[config.mk]
export PLATFORM = sky130hd
export DESIGN_NAME = can_wb_master
export DESIGN_NICKNAME = d
export VERILOG_FILES = /design/src/rtl/can_wb_master.sv
export SDC_FILE = /design/constraint.sdc
export NUM_CORES = 1
export LEC_CHECK = 0
export ABC_AREA = 1
export CAP_MARGIN = 10
export CORE_ASPECT_RATIO = 0.9
export CORE_MARGIN = 2
export CORE_UTILIZATION = 52
export CTS_BUF_LIST = sky130_fd_sc_hd__clkbuf_4 sky130_fd_sc_hd__clkbuf_8
export DETAILED_ROUTE_END_ITERATION = 8
export PLACE_DENSITY = 0.91
export SLEW_MARGIN = 20
export SYNTH_ARGS = -nofsm -noshare
export SYNTH_HDL_FRONTEND = slang
export SYNTH_SLANG_ARGS = --single-unit
[constraint.sdc]
create_clock -name clk_i -period 3.9 [get_ports clk_i]
set_input_delay 0.78 -clock clk_i [delete_from_list [all_inputs] [get_ports clk_i]]
set_output_delay 0.78 -clock clk_i [all_outputs]
set_load 0.02 [all_outputs]
[src/rtl/can_wb_master.sv]
// Wishbone classic initiator for a CAN controller: single-beat command transactions plus an
// automatic interrupt-register read whenever the active-low irq line is seen asserted.
module can_wb_master #(
  parameter int unsigned TIMEOUT_CYCLES = 16,
  parameter logic [7:0]  IR_ADDR        = 8'h03
) (
  input  logic       clk_i,
  input  logic       rst_in,
  input  logic       cmd_valid_i,
  input  logic       cmd_we_i,
  input  logic [7:0] cmd_addr_i,
  input  logic [7:0] cmd_wdata_i,
  output logic       cmd_ready_o,
  output logic       rsp_valid_o,
  output logic [7:0] rsp_rdata_o,
  output logic       rsp_err_o,
  output logic       rsp_irq_o,
  input  logic       rsp_ready_i,
  input  logic       irq_in,
  output logic       wbm_cyc_o,
  output logic       wbm_stb_o,
  output logic       wbm_we_o,
  output logic [7:0] wbm_adr_o,
  output logic [7:0] wbm_dat_o,
  input  logic [7:0] wbm_dat_i,
  input  logic       wbm_ack_i
);

  typedef enum logic [1:0] {S_IDLE, S_BUS, S_RESP} state_t;

  localparam logic [7:0] LP_TO_LAST = 8'(TIMEOUT_CYCLES - 1);

  state_t     r_state;
  logic       r_irq_s1;
  logic       r_irq_s2;
  logic       r_irq_armed;
  logic       r_run;
  logic       r_src;
  logic [7:0] r_cnt;
  logic       w_irq_req;
  logic       w_timeout;

  assign w_irq_req   = ~r_irq_s2 & r_irq_armed;
  // r_run holds ready low for the first cycle after reset release
  assign cmd_ready_o = r_run & (r_state == S_IDLE) & ~w_irq_req;
  // r_cnt counts completed BUS cycles, so the last allowed cycle sees TIMEOUT_CYCLES-1
  assign w_timeout   = (r_cnt == LP_TO_LAST);

  always_ff @(posedge clk_i or negedge rst_in) begin
    if (!rst_in) begin
      r_irq_s1 <= 1'b1;
      r_irq_s2 <= 1'b1;
    end else begin
      r_irq_s1 <= irq_in;
      r_irq_s2 <= r_irq_s1;
    end
  end

  always_ff @(posedge clk_i or negedge rst_in) begin
    if (!rst_in) begin
      r_state     <= S_IDLE;
      r_run       <= 1'b0;
      r_irq_armed <= 1'b1;
      r_src       <= 1'b0;
      r_cnt       <= 8'h00;
      wbm_cyc_o   <= 1'b0;
      wbm_stb_o   <= 1'b0;
      wbm_we_o    <= 1'b0;
      wbm_adr_o   <= 8'h00;
      wbm_dat_o   <= 8'h00;
      rsp_valid_o <= 1'b0;
      rsp_rdata_o <= 8'h00;
      rsp_err_o   <= 1'b0;
      rsp_irq_o   <= 1'b0;
    end else begin
      r_run <= 1'b1;
      if (r_irq_s2) r_irq_armed <= 1'b1;
      case (r_state)
        S_IDLE: begin
          if (r_run && w_irq_req) begin
            wbm_adr_o   <= IR_ADDR;
            wbm_we_o    <= 1'b0;
            wbm_dat_o   <= 8'h00;
            r_src       <= 1'b1;
            r_irq_armed <= 1'b0;
            r_cnt       <= 8'h00;
            wbm_cyc_o   <= 1'b1;
            wbm_stb_o   <= 1'b1;
            r_state     <= S_BUS;
          end else if (cmd_ready_o && cmd_valid_i) begin
            wbm_adr_o <= cmd_addr_i;
            wbm_we_o  <= cmd_we_i;
            wbm_dat_o <= cmd_wdata_i;
            r_src     <= 1'b0;
            r_cnt     <= 8'h00;
            wbm_cyc_o <= 1'b1;
            wbm_stb_o <= 1'b1;
            r_state   <= S_BUS;
          end
        end
        S_BUS: begin
          // ack is tested first so it wins over a timeout in the same cycle
          if (wbm_ack_i) begin
            rsp_rdata_o <= wbm_we_o ? 8'h00 : wbm_dat_i;
            rsp_err_o   <= 1'b0;
            rsp_irq_o   <= r_src;
            rsp_valid_o <= 1'b1;
            wbm_cyc_o   <= 1'b0;
            wbm_stb_o   <= 1'b0;
            r_state     <= S_RESP;
          end else if (w_timeout) begin
            rsp_rdata_o <= 8'h00;
            rsp_err_o   <= 1'b1;
            rsp_irq_o   <= r_src;
            rsp_valid_o <= 1'b1;
            wbm_cyc_o   <= 1'b0;
            wbm_stb_o   <= 1'b0;
            r_state     <= S_RESP;
          end else begin
            r_cnt <= r_cnt + 8'd1;
          end
        end
        S_RESP: begin
          if (rsp_ready_i) begin
            rsp_valid_o <= 1'b0;
            r_state     <= S_IDLE;
          end
        end
        default: r_state <= S_IDLE;
      endcase
    end
  end

endmodule

Word-level counts from Yosys, hierarchy flattened
Cells that the tools add are included. W data, S select, Z words.

Flip-flop bits (word level): 44. Latch bits: 0. Memory bits (writable): 0. Bits in read-only memories: 0. Input port bits: 31. Output and inout bits: 31. Word-level logic and storage cells: 79. Memories kept: 0.

Add/subtract/negate cells: 1. Multiply operators: 0. Div/mod/pow operators: 0. Order comparisons: 0. Equality and inequality tests: 8. Shift-type cells: 0. Mux-type cells: 37. Bitwise logic cells: 5. Reduce and logical (&&, ||, !) cells: 13.

Operator list (number): $mux W8 (11); $mux W1 (17); $pmux W8 S2 (1); $mux W2 (5); $reduce_and A3 Y1 (3); $add A8 B1 Y8 const B (1); $eq A8 B4 Y1 const B (1); $reduce_bool A2 Y1 (4); $ne A2 B2 Y1 const B (3); $pmux W2 S3 (1); $pmux W1 S2 (2); $reduce_and A2 Y1 (2); $reduce_and A4 Y1 (1); $and A1 B1 Y1 (3); $ne A3 B1 Y1 const B (1); $ne A3 B3 Y1 const B (1); $eq A2 B1 Y1 const B (1); $eq A2 B2 Y1 const B (1); $logic_and A1 B1 Y1 (2); $logic_not A2 Y1 (1); $not A1 Y1 (2).

Longest topological paths before layout
Depth in word-level cells: 8. Mapped depth: 9. Mapped depth without buffers: 9.

Worst setup path before layout
OpenSTA, ideal clock, no wires.

Kind: register to output. From: register r_state[1]. To: output port cmd_ready_o. Arrival time: 0.987 ns. Data required time: 3.120 ns. Path slack: 2.133 ns. Cell stages (with the launch flop): 4. Path buffers: 0. Cell sequence: dfrtp_1 nor2_1 nand2_1 a21oi_1.

Cells in the longest elaborated chain, start to end: 3.

Ends and longest elaborated chain: start: declaration (RTL line 33) `state_t r_state;`; start signal: assignment (RTL line 61) `r_state <= S_IDLE;`; start signal: assignment (RTL line 89) `r_state <= S_BUS;`; start signal: assignment (RTL line 98) `r_state <= S_BUS;`; $logic_not A2 Y1 (RTL line 45) `assign cmd_ready_o = r_run & (r_state == S_IDLE) & ~w_irq_req;`; $and A1 B1 Y1 (2 in a row) (RTL line 45); end: declaration (RTL line 13) `output logic cmd_ready_o,`.

No other way between the ends.

Worst setup path after layout
Ends and elaborated chain as after synthesis.

==> metrics.yaml <==
status: "finished, final reports clean"
dp_hpwl_mm: 3.00
regArea_mm2: 0.00110
timing.final.crit_share: 0.650
cap_violations: 0
antenna_left: 0
grt_pass1_vias: 1686
fin_cells: 338
core_area_mm2: 0.00376
hold_buffers: 0
cp.required_ns: 3.12
synth.most_common_cell: "nand2_1"
r2r_cells: 6
yosysWarnings: 0
cts_tree: "yes"
seq_area_frac_synth: 0.539
pin_count: 62
numCtsBuffers: 5
grt_antenna_before_repair: 0
crit_path_max_incr_delay_ns: 0.62
diodes: 0
wl_per_cell_um: 13.0
cts_buffer_depth: 2
cp_num_buf_inv: 1
power.density_mw_per_mm2: 758
path_cells: "nor2_1 -> nand2_1 -> a21oi_1 -> clkdlybuf4s50_1"
grt_max_degree: 45
drt_iter0_drc: 123
synth_area_leaders: "dfrtp_1, nand2_1, nand3_1, dfstp_2, nor2_1"
rows: 21
finalSetupViolations: 0
synth-async-reset-ratio: 1.00
cts.clk_slew.worst_paths_ns: 0.09
multi_input_area_um2: 818
critPathKind: "reg -> out"
slew-limit-headroom: 0.377
synth_top_cell_by_area: "dfrtp_1"
cpMaxStageDelayCell: "clkdlybuf4s50_1"
finalCriticalPeriod_ns: 2.54
max_freq_ghz: 0.394
p_leak_nw: 1.29
syn-instance-count: 231
syn_to_final_growth_pct: 34.3
worst_pin_slew_ns: 0.934
final_nets: 323
cp.arrival_ns: 1.76
min_path_type: "reg -> reg"
grt_first_pass_wirelength_mm: 7.53
fin_setup_tns_ns: 0
fill_cells: 265
ys_ff_latch: 44
dieHeight_um: 63.6
ff2ff_setup_slack_ns: 2.03
synth_ff_type: "dfrtp_1"
grt_overflow: 0
setup.worst_path.end: "cmd_ready_o"
cts.sinks: 44
clk_latency_ns: 0.30
synth_top_area_share: 0.500
hold_violations: 0
htree_levels: 2
synth_common_cells: "nand2_1, dfrtp_1, nand3_1, nor2_1, inv_1"
crit_family: "buffers and inverters"
maxSlewViolCount: 0
start_util: 0.546
dp.cells: 330
syn-cell-area_mm2: 0.00205
via_per_inst: 5.11
start_kind: "flop"
rr_endpoint: "r_cnt[2]"
grt_usage: 0.212
port_buffers: 61
synth_cell_types: 28
gp_congestion: 0.805
cp_max_fo: 4
die_area_mm2: 0.00446
synth_edf_count: 0
cts_resized: 0
post-cts-setup-buffers: 0
end_kind: "primary output"
drt_pass1_iterations: 5
die_x_um: 70.2
clock-root-buffer: "clkbuf_8"
setup.worst_path.start: "r_state[1]"
fin_skew_ns: 0.00510
cp_num_cells: 4
drc: 0
rsz0062_at_grt: "false"
drive_gt1_frac: 0.110
routed_wl_mm: 4.40
num_vias: 1726
final_util: 0.733
synth_nets: 263
vdd_drop_max_v: 0.000434
syn_area_per_cell_um2: 8.88
reg2reg_from: "r_irq_armed"
how the worst min path moves through the flow:
stage / from / end / slack, ns / cells after the start
finish: r_irq_s1 / r_irq_s2 / 0.36 / 0
global route: r_irq_s1 / r_irq_s2 / 0.37 / 0
CTS: r_irq_s1 / r_irq_s2 / 0.36 / 0
detailed placement: r_irq_s1 / r_irq_s2 / 0.35 / 0
global placement: r_irq_s1 / r_irq_s2 / 0.35 / 0
floorplan: r_irq_s1 / r_irq_s2 / 0.35 / 0
cell usage in the layout, fill, tap and decap left out, types with 2 or more instances in the layout:
master	count
nor2_1	17
clkdlybuf4s50_1	60
clkbuf_8	5
dfrtp_1	41
nand3_2	2
o21ai_1	9
nand3_1	20
inv_1	12
inv_2	2
o21ai_2	7
nand2_2	2
dfstp_2	3
nor2_4	2
nand2_1	91
nand3_4	3
report_power, final:
group          internal, mW  switching (mW)
clock network         0.193           0.165
logic                 0.413           0.578
registers             0.628           0.110
total                  1.23           0.852
final cells by class:
cell class,count,area share
Clock buffer,5,0.0250
Clock inverter,3,0.0168
Inverter,14,0.0191
Multi-Input combinational cell,165,0.297
Sequential cell,44,0.401
Tap cell,46,0.0209
Timing Repair Buffer,61,0.220
registers in the layout, indices dropped and copies added, names as in the netlist:
signal and count:
r_run 1, rsp_err_o 1, rsp_rdata_o 8, r_irq_s1 1, r_state 2, r_src 1, r_cnt 8, r_irq_s2 1
wbm_adr_o 8, wbm_dat_o 8, wbm_stb_o 1, r_irq_armed 1, rsp_valid_o 1, rsp_irq_o 1, wbm_we_o 1
worst register-to-register path, delay by kind of cell, from the launching register on:
kind / cells / cell delay [ns]
AND/OR/NAND/NOR: 6 / 1.22
flip-flops: 1 / 0.57
routing by layer:
metal  GRT usage  vias to the layer above  wire, um  part of all wire
met5           0                        -         0                 0
met4      0.0481                        0        23            0.0052
met3      0.0656                        5       384             0.087
met2       0.354                       72      2120              0.48
met1       0.272                      799      1880              0.43
li1            -                      850         -                 -
logic make-up after synthesis:
logic type	Yosys count	synth area share
compound gates	20	0.0653
xor+xnor	2	0.00854
fa+ha+maj	1	0.00610
buf+inv	22	0.0622
flops	44	0.539
other cells	1	0.00183
simple gates	141	0.317
metrics by stage:
step	hold slack [ns]	total power, mW	setup slack [ns]	area [um^2]
global placement	0.345	1.71	1.66	2640
detailed placement	0.347	1.74	1.62	2640
floorplan	0.345	1.38	2.13	2050
finish	0.360	2.09	1.36	2750
CTS	0.360	2.10	1.35	2750
global route	0.370	2.21	1.26	2750
Power figures use the tool's default switching activity.
